`src/rtl/frame_buffer_scheduler.sv`:
```
// Triple/quad-buffer scheduler: hands out frame-memory base addresses to a sensor
// writer and a display reader so the reader never sees a partially written frame.
module frame_buffer_scheduler #(
  parameter int unsigned       NUM_BUFFERS  = 3,
  parameter int unsigned       ADDR_W       = 32,
  parameter logic [ADDR_W-1:0] BASE_ADDR    = '0,
  parameter logic [ADDR_W-1:0] FRAME_STRIDE = ADDR_W'(32'h0004_B000)
) (
  input  logic              ul1Clock,
  input  logic              ul1Reset,
  input  logic              ul1Enable,
  input  logic              ul1WrFrameStart,
  input  logic              ul1WrFrameEnd,
  input  logic              ul1WrFrameAbort,
  output logic              ul1WrValid,
  output logic [ADDR_W-1:0] ulWrBase,
  input  logic              ul1RdFrameStart,
  output logic              ul1RdValid,
  output logic [ADDR_W-1:0] ulRdBase,
  output logic [1:0]        ul2WrIdx,
  output logic [1:0]        ul2RdIdx,
  output logic [15:0]       ul16FramesDropped,
  output logic [15:0]       ul16FramesShown
);

  typedef enum logic {W_IDLE, W_ACTIVE} wr_state_e;

  wr_state_e         state_q, state_d;
  logic              wr_valid_q, wr_valid_d;
  logic [1:0]        wr_idx_q, wr_idx_d;
  logic [ADDR_W-1:0] wr_base_q, wr_base_d;
  logic              rd_valid_q, rd_valid_d;
  logic [1:0]        rd_idx_q, rd_idx_d;
  logic [ADDR_W-1:0] rd_base_q, rd_base_d;
  logic              ready_valid_q, ready_valid_d;
  logic [1:0]        ready_idx_q, ready_idx_d;
  logic [15:0]       dropped_q, dropped_d;
  logic [15:0]       shown_q, shown_d;
  logic              drop_inc, show_inc, found;
  logic [1:0]        sel_idx;

  function automatic logic [ADDR_W-1:0] base_of(input logic [1:0] idx);
    return BASE_ADDR + ADDR_W'(idx) * FRAME_STRIDE;
  endfunction

  always_comb begin
    state_d       = state_q;
    wr_valid_d    = wr_valid_q;
    wr_idx_d      = wr_idx_q;
    wr_base_d     = wr_base_q;
    rd_valid_d    = rd_valid_q;
    rd_idx_d      = rd_idx_q;
    rd_base_d     = rd_base_q;
    ready_valid_d = ready_valid_q;
    ready_idx_d   = ready_idx_q;
    drop_inc      = 1'b0;
    show_inc      = 1'b0;
    found         = 1'b0;
    sel_idx       = '0;

    if (ul1RdFrameStart && ready_valid_q) begin
      rd_idx_d      = ready_idx_q;
      rd_base_d     = base_of(ready_idx_q);
      rd_valid_d    = 1'b1;
      ready_valid_d = 1'b0;
      show_inc      = 1'b1;
    end

    case (state_q)
      W_ACTIVE: begin
        if (ul1WrFrameAbort) begin
          drop_inc   = 1'b1;
          wr_valid_d = 1'b0;
          state_d    = W_IDLE;
        end else if (ul1WrFrameEnd) begin
          if (ready_valid_q) drop_inc = 1'b1;
          // Bypass overrides the READY hand-off above: reader takes the fresh frame
          if (ul1RdFrameStart) begin
            rd_idx_d      = wr_idx_q;
            rd_base_d     = wr_base_q;
            rd_valid_d    = 1'b1;
            ready_valid_d = 1'b0;
            show_inc      = 1'b1;
          end else begin
            ready_idx_d   = wr_idx_q;
            ready_valid_d = 1'b1;
          end
          wr_valid_d = 1'b0;
          state_d    = W_IDLE;
        end else if (ul1WrFrameStart) begin
          drop_inc = 1'b1;
        end
      end
      W_IDLE: begin
        if (ul1WrFrameStart && ul1Enable) begin
          // Selection sees the post-update reader/READY ownership
          for (int unsigned i = 0; i < NUM_BUFFERS; i++) begin
            if (!found && !(rd_valid_d && rd_idx_d == 2'(i)) &&
                !(ready_valid_d && ready_idx_d == 2'(i))) begin
              found   = 1'b1;
              sel_idx = 2'(i);
            end
          end
          wr_idx_d   = sel_idx;
          wr_base_d  = base_of(sel_idx);
          wr_valid_d = 1'b1;
          state_d    = W_ACTIVE;
        end
      end
      default: state_d = W_IDLE;
    endcase

    dropped_d = (drop_inc && dropped_q != '1) ? dropped_q + 16'd1 : dropped_q;
    shown_d   = (show_inc && shown_q != '1) ? shown_q + 16'd1 : shown_q;
  end

  always_ff @(posedge ul1Clock) begin
    if (ul1Reset) begin
      state_q       <= W_IDLE;
      wr_valid_q    <= 1'b0;
      wr_idx_q      <= '0;
      wr_base_q     <= BASE_ADDR;
      rd_valid_q    <= 1'b0;
      rd_idx_q      <= '0;
      rd_base_q     <= BASE_ADDR;
      ready_valid_q <= 1'b0;
      ready_idx_q   <= '0;
      dropped_q     <= '0;
      shown_q       <= '0;
    end else begin
      state_q       <= state_d;
      wr_valid_q    <= wr_valid_d;
      wr_idx_q      <= wr_idx_d;
      wr_base_q     <= wr_base_d;
      rd_valid_q    <= rd_valid_d;
      rd_idx_q      <= rd_idx_d;
      rd_base_q     <= rd_base_d;
      ready_valid_q <= ready_valid_d;
      ready_idx_q   <= ready_idx_d;
      dropped_q     <= dropped_d;
      shown_q       <= shown_d;
    end
  end

  assign ul1WrValid        = wr_valid_q;
  assign ulWrBase          = wr_base_q;
  assign ul2WrIdx          = wr_idx_q;
  assign ul1RdValid        = rd_valid_q;
  assign ulRdBase          = rd_base_q;
  assign ul2RdIdx          = rd_idx_q;
  assign ul16FramesDropped = dropped_q;
  assign ul16FramesShown   = shown_q;

endmodule

```
`config.mk`:
```
export PLATFORM = sky130hd
export DESIGN_NAME = frame_buffer_scheduler
export DESIGN_NICKNAME = d
export VERILOG_FILES = /design/src/rtl/frame_buffer_scheduler.sv
export SDC_FILE = /design/constraint.sdc
export NUM_CORES = 1
export LEC_CHECK = 0
export CAP_MARGIN = 20
export CORE_ASPECT_RATIO = 0.7
export CORE_MARGIN = 2
export CORE_UTILIZATION = 30
export DETAILED_ROUTE_END_ITERATION = 8
export SKIP_LAST_GASP = 1
export SLEW_MARGIN = 20
export SYNTH_ARGS = -nofsm -noshare
export SYNTH_HDL_FRONTEND = slang
export SYNTH_SLANG_ARGS = --single-unit
```
`constraint.sdc`:
```
create_clock -name ul1Clock -period 2.5 [get_ports ul1Clock]
set_input_delay 0.375 -clock ul1Clock [delete_from_list [all_inputs] [get_ports ul1Clock]]
set_output_delay 0.375 -clock ul1Clock [all_outputs]
set_load 0.02 [all_outputs]
```
==> flow_summary.toml, run 1 <==
[timing]
max_freq_mhz = 502
drv_slew = 0
finalSetupTns_ns = 0
fin_crit_ns = 1.99
worst-slew-pin-transition_ns = 0.717
fin_skew_ns = 0.00504
grt_setup_unrepaired = "no"
slew-limit-headroom_pct = 51.8
fin_crit_sh_pct = 79.6
setup_violations = 0
hold_viol = 0

[die]
die_area_sq_um = 13000
core-area_sq_um = 11700
dieWidth_um = 135
rows = 33
die_h_um = 95.9
start_util_pct = 30.9
pin_count = 109

[cts]
cts.sinks = 77
clk_latency_ns = 0.33
post_cts_buffers = 0
cts_root_buf = "clkbuf_16"
hold_buffers = 0
tritoncts = "yes"
numCtsBuffers = 9
clkTransAtPathRegs_ns = 0.06
htreeDepth = 3
cts_resized = 0
cts_buffer_depth = 2

[cells_and_area]
area_delta_synth_final_pct = 32.2
n_fill_cell = 1156
layout_commonest_cell = "clkdlybuf4s50_1"
num_antenna_cells = 0
drive_above_1_share_pct = 9.01
nNetsFinal = 487
final_area_sq_um = 4780
final_cell_mix = "83 x clkdlybuf4s50_1, 77 x dfxtp_1, 48 x nor2_1"

[setup_path]
worst-setup-path-type = "in2reg"
cp_cell_sequence = "clkdlybuf4s50_1 > and2_4 > a32o_1 > o21ai_0 > nor4b_2 > o21bai_1"
worstPathMaxFanout = 8
cp.required_ns = 2.76
startpoint_type = "input port"
cp_slowest_cell = "clkdlybuf4s50_1"
worst_setup_path_end_kind = "register"
cp.arrival_ns = 2.25
critPathMaxStageDelay_ns = 0.67

[pwr]
ir_drop_mv = 0.303
comb_power_share_pct = 4.5
total_leakage_power_nw = 1.65
switching_share_pct = 22.3
power.density_nw_per_um2 = 578
intPower_mw = 2.15
clkPwrFrac_pct = 50.6
p_seq_share_pct = 44.9
netSwitchingPower_mw = 0.616

[route]
drt-total-wl_mm = 8.32
wl_per_cell_um = 13.1
drc = 0
drt-vias-per-instance = 4.48
num_vias = 2843
drt.antenna.violating_nets = 0
drt_iter0_drc = 148
firstDrtPassIters = 4

[place]
place.gp.congestion = 0.819
port_buffers = 84
dpl_cell_area_sq_um = 4460
dpl.hpwl_mm = 6.16

[flow_run]
cap_violations = 0

[synth]
syn_area_per_cell_sq_um = 9.21
ys_async_sr_fraction_pct = 0
synth_area_leader_cell = "dfxtp_1"
ys_seq_area_share_pct = 42.6
syn_area_sq_um = 3620
ys_ff_latch = 77
ys_warn_count = 0
syn_inst = 393
synth.distinct_cells = 60
synth_top_area_share_pct = 42.6
synth_edf_count = 0
synthFlopType = "dfxtp_1"
synthTopCellsByArea = "dfxtp_1 43%, xnor2_1 6.3%, buf_4 6.2%"

[global_route]
grt_max_degree = 25
antenna_found_initial = 0
grt_pass1_wl_mm = 13.0
grt_overflow = 0
track_usage_pct = 12.8
grt_pass1_vias = 2605

[run_status]
status = "complete, no violations"

[worst_hold_path]
hp-class = "reg2reg"
==> power by group through the flow <==
stage	Sequential [mW]	Combinational (mW)	Clock, mW
after floorplan	1.27	0.112	0
after global placement	1.27	0.124	0
after detailed placement	1.27	0.125	0
after CTS	1.24	0.126	1.45
after global routing	1.24	0.137	1.50
final	1.24	0.125	1.40
==> flip-flops by register name, indices dropped and copies added (netlist names), named ones only <==
name,cells
ul2RdIdx,2
ul1RdValid,1
ul2WrIdx,1
ul16FramesDropped,16
ulRdBase,31
ready_idx_q,2
state_q,1
ready_valid_q,1
ulWrBase,4
ul16FramesShown,16
ul1WrValid,1
==> through the flow <==
| step | hold slack [ns] | cells | util (%) | worst slack, ns | power, mW |
|---|---|---|---|---|---|
| finish | 0.457 | 634 | 40.8 | 0.510 | 2.76 |
| detailed placement | 0.447 | 618 | 38.0 | 0.166 | 1.39 |
| global route | 0.471 | 634 | 40.8 | 0.316 | 2.88 |
| CTS | 0.461 | 634 | 40.8 | 0.504 | 2.81 |
| floorplan | 0.533 | 416 | - | 0.688 | 1.38 |
| global placement | 0.441 | 618 | 38.0 | 0.190 | 1.39 |
==> worst paths after layout <==
| kind | cells after the start | slack, ns | from | to |
|---|---|---|---|---|
| worst min register to register | 1 | 0.46 | ulRdBase[24]$_SDFF_PP0_ | ulRdBase[24]$_SDFF_PP0_ |
| worst max register to register | 6 | 0.53 | ready_valid_q$_SDFF_PP0_ | ulWrBase[13]$_SDFFE_PP0P_ |
| worst min-delay path | 1 | 0.46 | ulRdBase[24]$_SDFF_PP0_ | ulRdBase[24]$_SDFF_PP0_ |
| worst max-delay path | 6 | 0.51 | ul1RdFrameStart | ulWrBase[13]$_SDFFE_PP0P_ |
==> cell usage after synthesis (3+ instances only) <==
cell type / number
a21oi_1: 14
o21a_1: 3
nor2_1: 48
nor2b_1: 4
o21ai_0: 7
ha_1: 8
nand3_1: 11
nor3_1: 4
nand2b_1: 3
nand4_1: 3
and4_1: 3
a211oi_1: 13
nor4_1: 9
nand3b_1: 3
clkbuf_1: 10
nand2_1: 21
dfxtp_1: 77
and2_1: 30
mux2i_1: 3
xnor2_1: 26
inv_1: 9
nor4b_1: 3
buf_4: 30
buf_6: 7
==> logic make-up (layout without fill, tap and decap cells) <==
kind of cell | after synthesis | after routing | share of synthesized area [%]
simple gates | 160 | 160 | 24.3
flops | 77 | 77 | 42.6
compound gates | 59 | 59 | 12.0
buf+inv | 57 | 118 | 10.5
xor+xnor | 26 | 26 | 6.29
fa+ha+maj | 8 | 8 | 2.77
mux | 5 | 5 | 1.52
other cells | 1 | 24 | 0.104
==> critical path, delay by kind of cell <==
| kind | cells | cell delay, ns |
|---|---|---|
| and+or+nand+nor | 2 | 0.63 |
| buffers and inverters | 1 | 0.67 |
| AOI/OAI and AO/OA | 3 | 0.56 |
==> layer usage <==
| layer | vias up | routed length (um) | GRT usage [%] |
|---|---|---|---|
| met5 | - | 0 | 0 |
| met4 | 0 | 56 | 3.65 |
| met3 | 6 | 437 | 4.32 |
| met2 | 67 | 3380 | 18.1 |
| met1 | 1312 | 4440 | 18.4 |
| li1 | 1458 | - | - |
==> cell type report <==
class | instances | area [sq um] | area share, %
repair buffers | 93 | 903 | 18.9
flip-flops and latches | 77 | 1540 | 32.2
well taps | 157 | 196 | 4.11
multi-input cells | 282 | 1780 | 37.3
clock inverters | 7 | 97.6 | 2.04
inverters | 9 | 33.8 | 0.706
clock buffers | 9 | 225 | 4.71
No activity file was read; power rests on OpenSTA's default activity.
==> inputs of run 2 (changes only) <==
- clock period: 2.5 -> 1.85 ns (I/O delays scaled with it)
==> run 2 against run 1 <==
Against the previous run: non-clock buffer count is 31 higher; core utilization is 2.1 points higher; count of clock-buffer cells in the layout is 1 higher; clock skew is 0.0014 ns higher; largest cell class unchanged.
==> flow_summary.toml, run 2 (synthesis gave the netlist of run 1 again) <==
[setup_path]
crit_family = "buffers and inverters"
startpoint_type = "register"
worstPathMaxFanout = 8
critPathMaxStageDelay_ns = 0.67
cp_cell_sequence = "clkdlybuf4s50_1"
worst-setup-path-type = "reg2out"
cp.arrival_ns = 1.50
timing.critical_path.buf_inv = 1
worst_setup_path_end_kind = "primary output"
cp.required_ns = 1.57
cp_slowest_cell = "clkdlybuf4s50_1"

[die]
core-area_sq_um = 11700
pin_count = 109
rows = 33
die_area_sq_um = 13000
start_util_pct = 30.9
dieWidth_um = 135
die_h_um = 95.9

[timing]
fin_skew_ns = 0.00642
drv_slew = 0
max_freq_mhz = 563
grt_setup_unrepaired = "no"
hold_viol = 0
fin_crit_ns = 1.78
layout_setup_ws_ns = 0.0750
fin_crit_sh_pct = 95.9
worst_hold_slack_ns = 0.326
setup_violations = 0

[route]
drt-total-wl_mm = 8.32
drt_iter0_drc = 196
wl_per_cell_um = 12.5
drt-vias-per-instance = 4.41
drt.antenna.violating_nets = 0
drc = 0
num_vias = 2932
firstDrtPassIters = 4

[pwr]
fin_total_pwr_mw = 3.65
total_leakage_power_nw = 1.80
power.density_nw_per_um2 = 726
p_seq_share_pct = 45.8
netSwitchingPower_mw = 0.827
comb_power_share_pct = 5.3
ir_drop_mv = 0.431
clkPwrFrac_pct = 48.9
switching_share_pct = 22.7
intPower_mw = 2.82

[cells_and_area]
drive_above_1_share_pct = 15.2
largest_reg_flops = 31
layout_commonest_cell = "clkdlybuf4s50_1"
area_delta_synth_final_pct = 39.0
nNetsFinal = 518
final_area_sq_um = 5030
final_cell_mix = "83 x clkdlybuf4s50_1, 76 x dfxtp_1, 48 x nor2_1"
num_antenna_cells = 0

[cts]
post_cts_buffers = 0
cts_root_buf = "clkbuf_16"
tritoncts = "yes"
clk_latency_ns = 0.33
cts.sinks = 77
htreeDepth = 3
cts_buffer_depth = 2
clkTransAtPathRegs_ns = 0.06
numCtsBuffers = 9

[place]
dpl_cell_area_sq_um = 4700
port_buffers = 84
dpl.hpwl_mm = 6.37
preCtsSetupSlack_ns = -0.288
place.gp.congestion = 0.821

[global_route]
grt_pass1_wl_mm = 13.5
grt_pass1_vias = 2708
grt_max_degree = 25
track_usage_pct = 13.4
grt_overflow = 0
antenna_found_initial = 0

[worst_hold_path]
hp-class = "in2reg"

[flow_run]
cap_violations = 0

[run_status]
status = "complete, no violations"
-- run 2: final cells by class --
cell class / instances / area [sq um]
clock inverter: 6 / 71.3
multi-input combinational: 282 / 1800
tap: 157 / 196
clock buffer: 10 / 239
fill: 1161 / 6700
sequential: 77 / 1540
inverter: 9 / 33.8
timing repair buffer: 124 / 1150
-- run 2: layer usage --
layer  global-route usage, %  routed length, um  up-vias
met3                    4.74                518        8
met2                    18.8               3380       74
met1                    19.1               4350     1331
met4                    3.65                 71        0
met5                       0                  0        -
li1                        -                  -     1519
-- run 2: path summary, 6_finish.rpt --
kind	start	endpoint	slack, ns	cells past startpoint
setup / recovery	ul2WrIdx[0]$_SDFFE_PP0P_	ulWrBase[15]	0.07	1
hold / removal	ul1Reset	ul16FramesDropped[5]$_SDFFE_PP0P_	0.33	2
setup reg to reg	ul16FramesShown[0]$_SDFFE_PP0P_	ul16FramesShown[5]$_SDFFE_PP0P_	0.15	6
hold reg to reg	ulRdBase[16]$_SDFF_PP0_	ulRdBase[16]$_SDFF_PP0_	0.45	2
-- run 2: what timing repair did --
action,CTS,global route
endpoints found under the setup margin,0,14
gates resized for setup,0,6
hold buffers,0,0
-- run 2: power by group through the flow --
stage / logic, mW / registers [mW] / clock network, mW
after global routing: 0.213 / 1.67 / 1.92
after CTS: 0.194 / 1.67 / 1.85
after detailed placement: 0.193 / 1.71 / 0
after global placement: 0.192 / 1.71 / 0
after floorplan: 0.151 / 1.72 / 0
final: 0.193 / 1.67 / 1.79
-- run 2: stage by stage --
step / setup TNS, ns / utilization (%) / std cells
floorplan: 0 / - / 416
global placement: -5.62 / 40.1 / 649
detailed placement: -7.96 / 40.1 / 649
CTS: 0 / 42.8 / 665
global route: 0 / 42.9 / 665
finish: 0 / 42.9 / 665
